$ cat config.mk
export PLATFORM = sky130hd
export DESIGN_NAME = seven_seg_reader
export DESIGN_NICKNAME = d
export VERILOG_FILES = /design/src/rtl/seven_seg_reader.sv
export SDC_FILE = /design/constraint.sdc
export NUM_CORES = 1
export LEC_CHECK = 0
export ABC_CLOCK_PERIOD_IN_PS = 2300
export BUFFER_PORTS_ARGS = -buffer_cell sky130_fd_sc_hd__buf_4
export CAP_MARGIN = 20
export CORE_ASPECT_RATIO = 1.25
export CORE_MARGIN = 8
export CORE_UTILIZATION = 28
export DETAILED_ROUTE_END_ITERATION = 6
export HOLD_SLACK_MARGIN = 0.12
export PLACE_DENSITY = 0.45
export SYNTH_ARGS = -nofsm -noshare
export SYNTH_HDL_FRONTEND = slang
export SYNTH_SLANG_ARGS = --single-unit
export TNS_END_PERCENT = 5
$ cat constraint.sdc
create_clock -name clk -period 2.3 [get_ports clk]
set_input_delay 0.115 -clock clk [delete_from_list [all_inputs] [get_ports clk]]
set_output_delay 0.115 -clock clk [all_outputs]
set_load 0.01 [all_outputs]
$ cat src/rtl/seven_seg_reader.sv
// seven_seg_reader: watches a multiplexed, active-low seven-segment display
// bus and rebuilds the four BCD digits it shows. A digit commits once the
// same {an, seg} pair has been seen on STABLE_CYCLES consecutive clocks. A
// frame is published once all four digit positions have committed.
//
// Handshake: frame_valid and bad_pattern are single-cycle strobes with no
// ready/backpressure. digits, blank and frame_err are only meaningful on the
// frame_valid cycle, and they hold their value until the next frame_valid.
module seven_seg_reader #(
  parameter int unsigned STABLE_CYCLES = 4
) (
  input  logic        clk,
  input  logic        rst,
  input  logic [6:0]  seg,
  input  logic [3:0]  an,
  output logic [15:0] digits,
  output logic [3:0]  blank,
  output logic        frame_valid,
  output logic        frame_err,
  output logic        bad_pattern
);

  typedef enum logic [1:0] {
    WAIT   = 2'd0,
    SETTLE = 2'd1,
    HELD   = 2'd2
  } state_t;

  localparam logic [3:0] STABLE_N = 4'(STABLE_CYCLES);

  // Sampler state. The FSM state register is named "state" so checkers can
  // bind to it directly.
  state_t      state, state_nxt;
  logic [3:0]  count, count_nxt;
  logic [10:0] pair_q, pair_nxt;
  logic [10:0] pair;
  logic        commit;

  // Frame assembly state.
  logic [15:0] work_digits, work_digits_upd;
  logic [3:0]  work_blank, work_blank_upd;
  logic [3:0]  work_err, work_err_upd;
  logic [3:0]  seen, seen_upd;

  // Anode decode results.
  logic        selected;
  logic [1:0]  sel_idx;

  // Pattern decode results.
  logic        pat_known;
  logic        pat_blank;
  logic [3:0]  pat_bcd;

  assign pair = {an, seg};

  // Identify a sample with exactly one anode driven low, and which digit it is.
  always_comb begin
    selected = 1'b1;
    sel_idx  = 2'd0;
    case (an)
      4'b1110: sel_idx = 2'd0;
      4'b1101: sel_idx = 2'd1;
      4'b1011: sel_idx = 2'd2;
      4'b0111: sel_idx = 2'd3;
      default: selected = 1'b0;
    endcase
  end

  // Translate the active-low segment pattern into BCD, blank or unknown.
  always_comb begin
    pat_known = 1'b1;
    pat_blank = 1'b0;
    pat_bcd   = 4'hF;
    case (seg)
      7'h40: pat_bcd = 4'd0;
      7'h79: pat_bcd = 4'd1;
      7'h24: pat_bcd = 4'd2;
      7'h30: pat_bcd = 4'd3;
      7'h19: pat_bcd = 4'd4;
      7'h12: pat_bcd = 4'd5;
      7'h02: pat_bcd = 4'd6;
      7'h78: pat_bcd = 4'd7;
      7'h00: pat_bcd = 4'd8;
      7'h10: pat_bcd = 4'd9;
      7'h7F: pat_blank = 1'b1;
      default: pat_known = 1'b0;
    endcase
  end

  // Sampler FSM state, stability count and stored pair registers.
  always_ff @(posedge clk) begin
    if (rst) begin
      state  <= WAIT;
      count  <= 4'd0;
      pair_q <= 11'd0;
    end else begin
      state  <= state_nxt;
      count  <= count_nxt;
      pair_q <= pair_nxt;
    end
  end

  // Sampler next-state logic. The count saturates at STABLE_N while HELD, so a
  // long steady pair commits only once.
  always_comb begin
    state_nxt = state;
    count_nxt = count;
    pair_nxt  = pair_q;
    commit    = 1'b0;
    case (state)
      WAIT: begin
        if (selected) begin
          state_nxt = SETTLE;
          count_nxt = 4'd1;
          pair_nxt  = pair;
        end
      end
      SETTLE: begin
        if (!selected) begin
          state_nxt = WAIT;
          count_nxt = 4'd0;
        end else if (pair == pair_q) begin
          if (count >= STABLE_N - 4'd1) begin
            count_nxt = STABLE_N;
            commit    = 1'b1;
            state_nxt = HELD;
          end else begin
            count_nxt = count + 4'd1;
          end
        end else begin
          count_nxt = 4'd1;
          pair_nxt  = pair;
        end
      end
      HELD: begin
        if (pair != pair_q) begin
          if (selected) begin
            state_nxt = SETTLE;
            count_nxt = 4'd1;
            pair_nxt  = pair;
          end else begin
            state_nxt = WAIT;
            count_nxt = 4'd0;
          end
        end
      end
      default: begin
        state_nxt = WAIT;
        count_nxt = 4'd0;
      end
    endcase
  end

  // Working frame contents as they would look after the current commit.
  always_comb begin
    work_digits_upd = work_digits;
    work_blank_upd  = work_blank;
    work_err_upd    = work_err;
    seen_upd        = seen;
    if (commit) begin
      work_digits_upd[4*sel_idx +: 4] = pat_bcd;
      work_blank_upd[sel_idx]         = pat_blank;
      work_err_upd[sel_idx]           = ~pat_known;
      seen_upd[sel_idx]               = 1'b1;
    end
  end

  // Frame assembly: record commits, and publish the frame when all four
  // digit positions have committed.
  always_ff @(posedge clk) begin
    if (rst) begin
      work_digits <= 16'hFFFF;
      work_blank  <= 4'hF;
      work_err    <= 4'h0;
      seen        <= 4'h0;
      digits      <= 16'hFFFF;
      blank       <= 4'hF;
      frame_err   <= 1'b0;
      frame_valid <= 1'b0;
      bad_pattern <= 1'b0;
    end else begin
      frame_valid <= 1'b0;
      bad_pattern <= 1'b0;
      if (commit) begin
        work_digits <= work_digits_upd;
        work_blank  <= work_blank_upd;
        bad_pattern <= ~pat_known;
        if (seen_upd == 4'hF) begin
          digits      <= work_digits_upd;
          blank       <= work_blank_upd;
          frame_err   <= |work_err_upd;
          frame_valid <= 1'b1;
          seen        <= 4'h0;
          work_err    <= 4'h0;
        end else begin
          seen     <= seen_upd;
          work_err <= work_err_upd;
        end
      end
    end
  end

endmodule

# [Yosys cells after proc, flatten, opt, wreduce, memory -nomap -nowiden]
# Cells that the tools add are included.
[classes] n_addsub=2 eq_ne=25 shifts=2 n_reduce_logical=12 bitwise_logic=3 order_cmp=3 mux=38
[ops] cell="11-bit 2-to-1 mux" count=4
[ops] cell="4-bit case mux with 10 select lines" count=1
[ops] cell="4-bit 2-to-1 mux" count=9
[ops] cell="4-bit negator with 34-bit output" count=1
[ops] cell="4-bit by 34-bit variable shift with 16-bit output (first input constant)" count=1
[ops] cell="4-bit by 34-bit indexed part select with 16-bit output" count=1
[ops] cell="11-bit case mux with 3 select lines" count=1
[ops] cell="7-bit equality test (second input constant)" count=4
[ops] cell="7-bit by 5-bit equality test with 1-bit output (second input constant)" count=3
[ops] cell="16-bit bitwise mux" count=1
[ops] cell="4-bit equality test (second input constant)" count=4
[ops] cell="7-bit by 6-bit equality test with 1-bit output (second input constant)" count=2
[ops] cell="2-bit case mux with 3 select lines" count=2
[ops] cell="4-bit case mux with 3 select lines" count=1
[ops] cell="11-bit equality test" count=1
[ops] cell="1-bit 2-to-1 mux" count=11
[ops] cell="11-bit != test" count=1
[ops] cell="11-bit OR reduction" count=1
[ops] cell="2-bit 2-to-1 mux" count=5
[ops] cell="4-bit bitwise mux" count=2
[ops] cell="2-bit != test (second input constant)" count=4
[ops] cell="4-bit AND reduction" count=2
[ops] cell="4-bit OR reduction" count=2
[ops] cell="7-bit by 2-bit equality test with 1-bit output (second input constant)" count=1
[ops] cell="17 further kinds" count=20
[totals] in_bits=13 out_inout_bits=23 reg_bits=68 elab_cells=97

# [Logic depth before layout (Yosys ltp)]
# Gate-level depths: netlist of run 1.
[logic_depth] depth_word=10 ltp_mapped=13

# [Least setup slack after synthesis of run 1]
# Ideal clock, no wire load.
[synth_timing] kind="input to register" start="input an[3]" end="register digits[4]" arrival_ps=2445 setup_ps=74 n_path_buf=4 slack_ps=-219 cell_stages=13 cell_sequence="clkbuf_1 xor2_1 nand3_1 inv_1 ha_1 clkbuf_1 o22ai_1 nor3_1 and3_1 buf_2 buf_4 nor3_1 a31oi_1"
[synth_between] elab_chain_len=10
[synth_rtl] element="start: declaration" line="15" text="input logic [3:0] an,"
[synth_rtl] element="4-bit by 3-bit equality test with 1-bit output / 4-bit equality test (equally long branches)" line="60" text="case (an)"
[synth_rtl] element="2-bit case mux with 3 select lines" line="60"
[synth_rtl] element="2-bit by 3-bit < comparator with 1-bit output (not written as such) / 2-bit by 1-bit >= comparator with 1-bit output (equally long branches)" line="164" text="seen_upd[sel_idx] = 1'b1;"
[synth_rtl] element="1-bit logical AND (not written as such)" line="164"
[synth_rtl] element="1-bit 2-to-1 mux (not written as such)" line="164"
[synth_rtl] element="1-bit demux with 2-bit select" line="164"
[synth_rtl] element="4-bit OR (no line)"
[synth_rtl] element="4-bit 2-to-1 mux" line="160" text="if (commit) begin"
[synth_rtl] element="4-bit equality test" line="188" text="if (seen_upd == 4'hF) begin"
[synth_rtl] element="2-bit AND reduction (no line)"
[synth_rtl] element="end signal: assignment" line="189" text="digits <= work_digits_upd;"
[synth_rtl] element="end: declaration" line="16" text="output logic [15:0] digits,"
# Parallel ways exist; a longest one is shown, timed or not.
# A chain may end at the register's enable or synchronous reset.

# [Worst setup path after layout of run 1]
[layout_timing] start="input an[1]" end="register digits[1]"
# Same word-level chain as after synthesis.

==> results by group, run 1 <==
Setup path
  – Cell chain of the critical path: dlygate4sd3_1 -> buf_4 -> xor2_1 -> nand3_1 -> buf_6 -> ha_1 -> o22ai_2 -> nor3_2 -> buf_4 -> nand3_4 -> a221oi_2 -> o21bai_1
  – CP max FO: 7
  – Critical-path top delay cell: dlygate4sd3_1
  – CP most frequent cell: buf_4
  – CP peak stage delay: ~0.53 ns
  – CP Class: in2reg
  – Data required time of the critical path: approximately 2.5 ns
  – CP startpoint kind: input pin
  – CP Capture Type: flip-flop
  – Worst EP arrival: roughly 2.4 ns

Power
  – Pwr/cell area: 679 mW/mm2
  – Max IR drop VDD: ~0.27 mV
  – Pleak: between 0.0015 and 0.002 uW

Floorplan
  – IO Pins: 36
  – Full die area: 0.0161 mm2
  – Die height: 140 um
  – Die W: 115 um
  – Row count: between 40 and 50
  – Starting density of the core: between 20% and 30%
  – Core area: about 0.012 mm2

Timing
  – Final worst slack: 0.0866 ns
  – Setup TNS: 0 ns
  – Hold WS: roughly 0.13 ns
  – RSZ-0062 raised after global routing: true
  – Max Clock Freq: roughly 450 MHz
  – Rel. slew slack: 52.3%
  – Period Utilization, post-route: a little over nine tenths
  – Final setup viols: 0
  – Final Critical Period: ~2.2 ns
  – Final hold violations: 0
  – Worst Tran Pin Value: ~0.7 ns
  – Count of pins over their slew limit: 0
  – Final Skew: between 0.007 and 0.008 ns

Logic synthesis
  – Register area share after synthesis: ~39%
  – Syn avg cell area: between 9 and 10 um2
  – Asr flop ratio synth: 0%
  – Synthesized area: 0.00345 mm2
  – Seq cells post-synth: 68
  – Ys flop type: dfxtp_1
  – Number of flops mapped to enable cells by yosys: 0
  – Unique cell type count in the Yosys netlist: 61
  – Post-synth net total: slightly below 400
  – Post-synthesis instance total: around 370
  – Synth warn: 0

Global routing
  – GRT met1 Usage: between 15 and 20%
  – Pin count of the biggest net entering global routing: between 60 and 70
  – Met3 Use GR: roughly 2.3%
  – Number of global-route vias before repair: 2887
  – Remaining Overflow, GRT: 0
  – Initial antenna violation count: 0
  – Total track usage: 12.2%
  – First-pass GRT wire length: approximately 15 mm
  – GR Layer Usage met2: 20.2%
  – Most Crowded Layer GR: met2

Place
  – Placed Cells: roughly 550
  – Pre-CTS setup slack: between 0.2 and 0.25 ns
  – Placer Congestion: between 0.8 and 0.9
  – DPL Wire Length: roughly 6.8 mm
  – IO buf count: 35

Clock network
  – Clk sinks: 68
  – CTS tree: yes
  – CTS root buffer: clkbuf_16
  – Clock-pin slew on the worst setup and hold paths: roughly 0.060 ns
  – H-tree levels: 3
  – CTS Buffer Depth: 2
  – Skew-Pair Late Insertion Delay: 0.33 ns
  – Inserted Clock Buffers: 9

Cells and area
  – NumNets Final: around 440
  – Synth-to-layout area growth: 28.1%
  – Layout Cells excl Fill: roughly 590
  – Number of fillers in the final layout: roughly 1200
  – ANT cells: 0
  – Layout cell share with drive strength beyond 1: about 25%

Route
  – Post-DR vias/cell: between 5 and 6
  – ANT nets after route: 0
  – Total wire length: slightly below 10 mm
  – DR pass1 iterations: 4
  – Residual DRC: 0
  – DRT iter0 DRCs: 217
  – DR WL/cell: 16.9 um
  – Via count: about 3000

Outcome
  – Status: complete, no violations

Job
  – Max-Cap Viols: 0

Worst hold path
  – Tightest Hold Check Type: in2reg
[power by group]
group / total [uW] / internal (uW) / switching (uW)
Clock: 1520 / 983 / 535
Combinational: 271 / 113 / 159
Sequential: 1210 / 1190 / 12.3
[per-layer routing]
metal / vias up / share of wire (%)
li1: 1470 / -
met3: 15 / 3.4
met4: 0 / 2.4
met5: - / 0
met2: 52 / 50
met1: 1415 / 44
[sequential cells by signal, summed over array words and instances (netlist names), 2 cells and up]
signal and cells:
pair_q 11, seen 4, work_err 4, count 4, state 2, digits 16, work_blank 4, work_digits 16
blank 4
[per-stage QoR]
step / util [%] / power (uW) / cell area [um2]
after floorplan: - / 1420 / 3450
after global placement: 31.9 / 1480 / 3860
after detailed placement: 31.9 / 1490 / 3860
after CTS: 35.2 / 3040 / 4260
after global routing: 36.5 / 3120 / 4410
final: 36.5 / 3000 / 4410
[cells by family (layout without fill, tap and decap cells)]
| group | after synthesis | in the layout | share of synthesized area, % |
|---|---|---|---|
| fa+ha+maj | 6 | 6 | 2.18 |
| simple gates | 122 | 123 | 20.6 |
| mux | 18 | 18 | 5.23 |
| flops | 68 | 68 | 39.5 |
| compound gates | 95 | 95 | 21.6 |
| buf+inv | 47 | 96 | 7.11 |
| xor+xnor | 15 | 15 | 3.81 |
[what timing repair did]
item                                    in CTS  in global routing
endpoints found under the setup margin       0                 42
setup buffers                                0                  7
resized for setup                            0                 14
hold endpoints to repair                     8                  0
hold buffers                                 8                  0
[cell type report]
cell class	instances	area, um2	share of cell area, %
multi-input combinational	257	1910	43.4
tap	164	205	4.65
clock inverter	5	85.1	1.93
timing repair buffer	67	557	12.6
clock buffer	11	243	5.50
sequential	68	1360	30.8
inverter	13	48.8	1.11
[cells in the final DEF (no fill, tap or decap), types with 3 or more instances in the layout]
cell / instances
nand4_4: 3
ha_1: 5
nand3b_1: 3
dlygate4sd3_1: 8
a211o_1: 12
nor4_1: 3
a32oi_1: 4
dfxtp_1: 68
xor2_1: 13
inv_1: 13
o2bb2ai_1: 3
a31oi_1: 10
nand4_1: 3
a22oi_1: 3
nand2_1: 14
mux2i_1: 18
and3_2: 3
clkbuf_16: 10
a21oi_1: 15
nor2_1: 30
nand3_1: 10
buf_4: 56
o21ai_0: 4
a221o_1: 11
o21bai_1: 3
a211oi_1: 8
nor3_1: 25
nor2b_1: 4
[cell usage after synthesis (all sizes together) (10+ instances only)]
master   n  share of area [%]
a211o   12                3.0
a211oi  10                2.3
a21oi   15                2.2
a221o   11                3.2
a31oi   10                1.8
buf     22                4.4
clkbuf  12                1.3
dfxtp   68                 39
inv     13                1.4
mux2i   18                5.2
nand2   14                1.5
nand3   11                2.0
nor2    32                3.7
nor3    27                4.1
xor2    13                3.3
[worst max-delay path, delay by kind of cell]
kind            cells  cell delay [ns]
simple gates        3             0.55
fa+ha+maj           1             0.18
buf+inv             4             1.02
xor+xnor            1             0.14
compound gates      3             0.42
[worst paths after layout]
path	from	endpoint	cells past startpoint	slack (ns)
max	an[1]	digits[1]	12	0.09
min	seg[4]	pair_q[4]	3	0.13
max reg2reg	pair_q[3]	work_digits[13]	6	0.25
min reg2reg	work_digits[7]	work_digits[7]	1	0.47
Note: power is estimated with default switching activity, not from simulation.
==> inputs of run 2 (changes only) <==
--- a/config.mk
+++ b/config.mk
@@ -14,6 +14,7 @@
 export DETAILED_ROUTE_END_ITERATION = 6
 export HOLD_SLACK_MARGIN = 0.12
 export PLACE_DENSITY = 0.45
+export RECOVER_POWER = 25
 export SYNTH_ARGS = -nofsm -noshare
 export SYNTH_HDL_FRONTEND = slang
 export SYNTH_SLANG_ARGS = --single-unit
==> run 2 against run 1 <==
First-iteration DRC count shrank 1.4%. Sequential cell count is the same. Combinational power about the same. Via count grew 0.47%. Count of clock-buffer cells in the layout stayed put. Global-route usage unchanged. Maximum frequency hardly changed. Largest cell class unchanged.
==> results by group, run 2 (synthesized netlist as in run 1, its figures left out) <==
Clock network
  – H-tree levels: 3
  – CTS Buffer Depth: 2
  – CTS root buffer: clkbuf_16
  – Inserted Clock Buffers: 9
  – Clock-pin slew on the worst setup and hold paths: about 0.060 ns
  – CTS tree: yes
  – Clk sinks: between 60 and 70
  – Skew-Pair Late Insertion Delay: ~0.33 ns

Setup path
  – CP max FO: 7
  – CP startpoint kind: input pin
  – Critical-path top delay cell: dlygate4sd3_1
  – Family with the most delay on the worst path: buffers and inverters
  – Reg2reg path depth: 6
  – CP peak stage delay: 0.53 ns
  – CP Capture Type: flip-flop
  – CP Class: in2reg
  – CP Depth: 12
  – Cell chain of the critical path: dlygate4sd3_1 -> buf_4 -> xor2_1 -> nand3_1 -> buf_6 -> ha_1 -> o22ai_2 -> nor3_2 -> buf_4 -> nand3_4 -> a221oi_2 -> o21bai_1
  – Worst EP arrival: ~2.4 ns
  – Worst path bufs/invs: 4
  – CP most frequent cell: buf_4
  – Data required time of the critical path: about 2.5 ns

Route
  – Residual DRC: 0
  – ANT nets after route: 0
  – DRT iter0 DRCs: approximately 210
  – DR pass1 iterations: 4
  – Via count: ~3000
  – DR WL/cell: between 15 and 20 um
  – Total wire length: 9.90 mm
  – Post-DR vias/cell: 5.07

Timing
  – RSZ-0062 raised after global routing: true
  – Period Utilization, post-route: a little over nine tenths
  – Max Clock Freq: ~450 MHz
  – Final Critical Period: ~2.2 ns
  – Final worst slack: 0.0861 ns
  – Worst Tran Pin Value: approximately 0.71 ns
  – Final Skew: approximately 0.0085 ns
  – Count of pins over their slew limit: 0
  – Final setup viols: 0
  – Final hold violations: 0
  – Rel. slew slack: 52.4%

Global routing
  – Remaining Overflow, GRT: 0
  – Pin count of the biggest net entering global routing: approximately 70
  – First-pass GRT wire length: approximately 15 mm
  – Number of global-route vias before repair: 2887
  – Initial antenna violation count: 0
  – Total track usage: between 10% and 20%

Cells and area
  – ANT cells: 0
  – Commonest non-fill, non-tap cells in the layout: dfxtp_1 (68), buf_4 (36), nor2_1 (30)
  – Fin util: between 30% and 40%
  – NumNets Final: between 400 and 500
  – Largest regs: digits (16), work_digits (16), pair_q (11)
  – Layout cell share with drive strength beyond 1: around a fifth
  – Commonest non-fill, non-tap cell in the layout: dfxtp_1
  – Synth-to-layout area growth: 25.9%

Floorplan
  – Full die area: ~0.016 mm2
  – Row count: 45
  – Die W: roughly 120 um
  – IO Pins: 36
  – Starting density of the core: 28.5%
  – Die height: 140 um
  – Core area: ~0.012 mm2

Power
  – Pleak: about 0.0017 uW
  – Pwr/cell area: between 600 and 700 mW/mm2
  – Max IR drop VDD: approximately 0.27 mV

Place
  – Pre-CTS setup slack: approximately 0.21 ns
  – Placer Congestion: ~0.8
  – DPL Wire Length: approximately 6.8 mm
  – IO buf count: 35

Job
  – Max-Cap Viols: 0

Worst hold path
  – Hold Path Cell Cnt: 3
  – Tightest Hold Check Type: in2reg

Outcome
  – Status: complete, no violations
-- run 2: where the power goes --
part           internal [uW]  total (uW)  switching, uW
Combinational            113         271            159
Clock                    983        1510            532
Sequential              1190        1210           12.3
-- run 2: repair_timing --
action                     in CTS  in global routing
setup endpoints to repair       0                 42
buffers inserted                0                  7
resized for setup               0                 14
hold endpoints to repair        8                  0
hold buffers                    8                  0
-- run 2: final cells by class --
class | count | area, um2
clock buffers | 11 | 243
flip-flops and latches | 68 | 1360
repair buffers | 67 | 482
well taps | 164 | 205
fillers | 1232 | 7770
clock inverters | 5 | 85.1
multi-input cells | 257 | 1910
inverters | 13 | 48.8
-- run 2: path summary, 6_finish.rpt --
path,startpoint,end,slack [ns]
setup / recovery,an[1],digits[1],0.09
hold / removal,seg[4],pair_q[4],0.13
setup reg to reg,pair_q[3],work_digits[13],0.25
hold reg to reg,work_digits[3],work_digits[3],0.47
-- run 2: per-stage QoR --
stage | cell area (um2) | hold slack, ns | cells | power [uW] | setup TNS, ns
floorplan | 3450 | 0.304 | 371 | 1420 | 0
global placement | 3860 | 0.427 | 552 | 1480 | 0
detailed placement | 3860 | 0.419 | 552 | 1490 | 0
CTS | 4260 | 0.120 | 576 | 3040 | 0
global route | 4340 | 0.164 | 585 | 3120 | -0.744
finish | 4340 | 0.127 | 585 | 2990 | 0
-- run 2: metal layers --
metal  vias up  part of all wire [%]  global-route usage (%)
met5         -                     0                       0
met4         0                   2.4                    5.41
met3        15                   2.9                    2.32
met2        51                    50                    20.2
met1      1429                    45                    15.0
li1       1471                     -                       -
-- run 2: worst min-delay path: cells and delay by family --
family,cells,cell delay (ns)
muxes,1,0.08
buffers and inverters,1,0.15
and+or+nand+nor,1,0.07
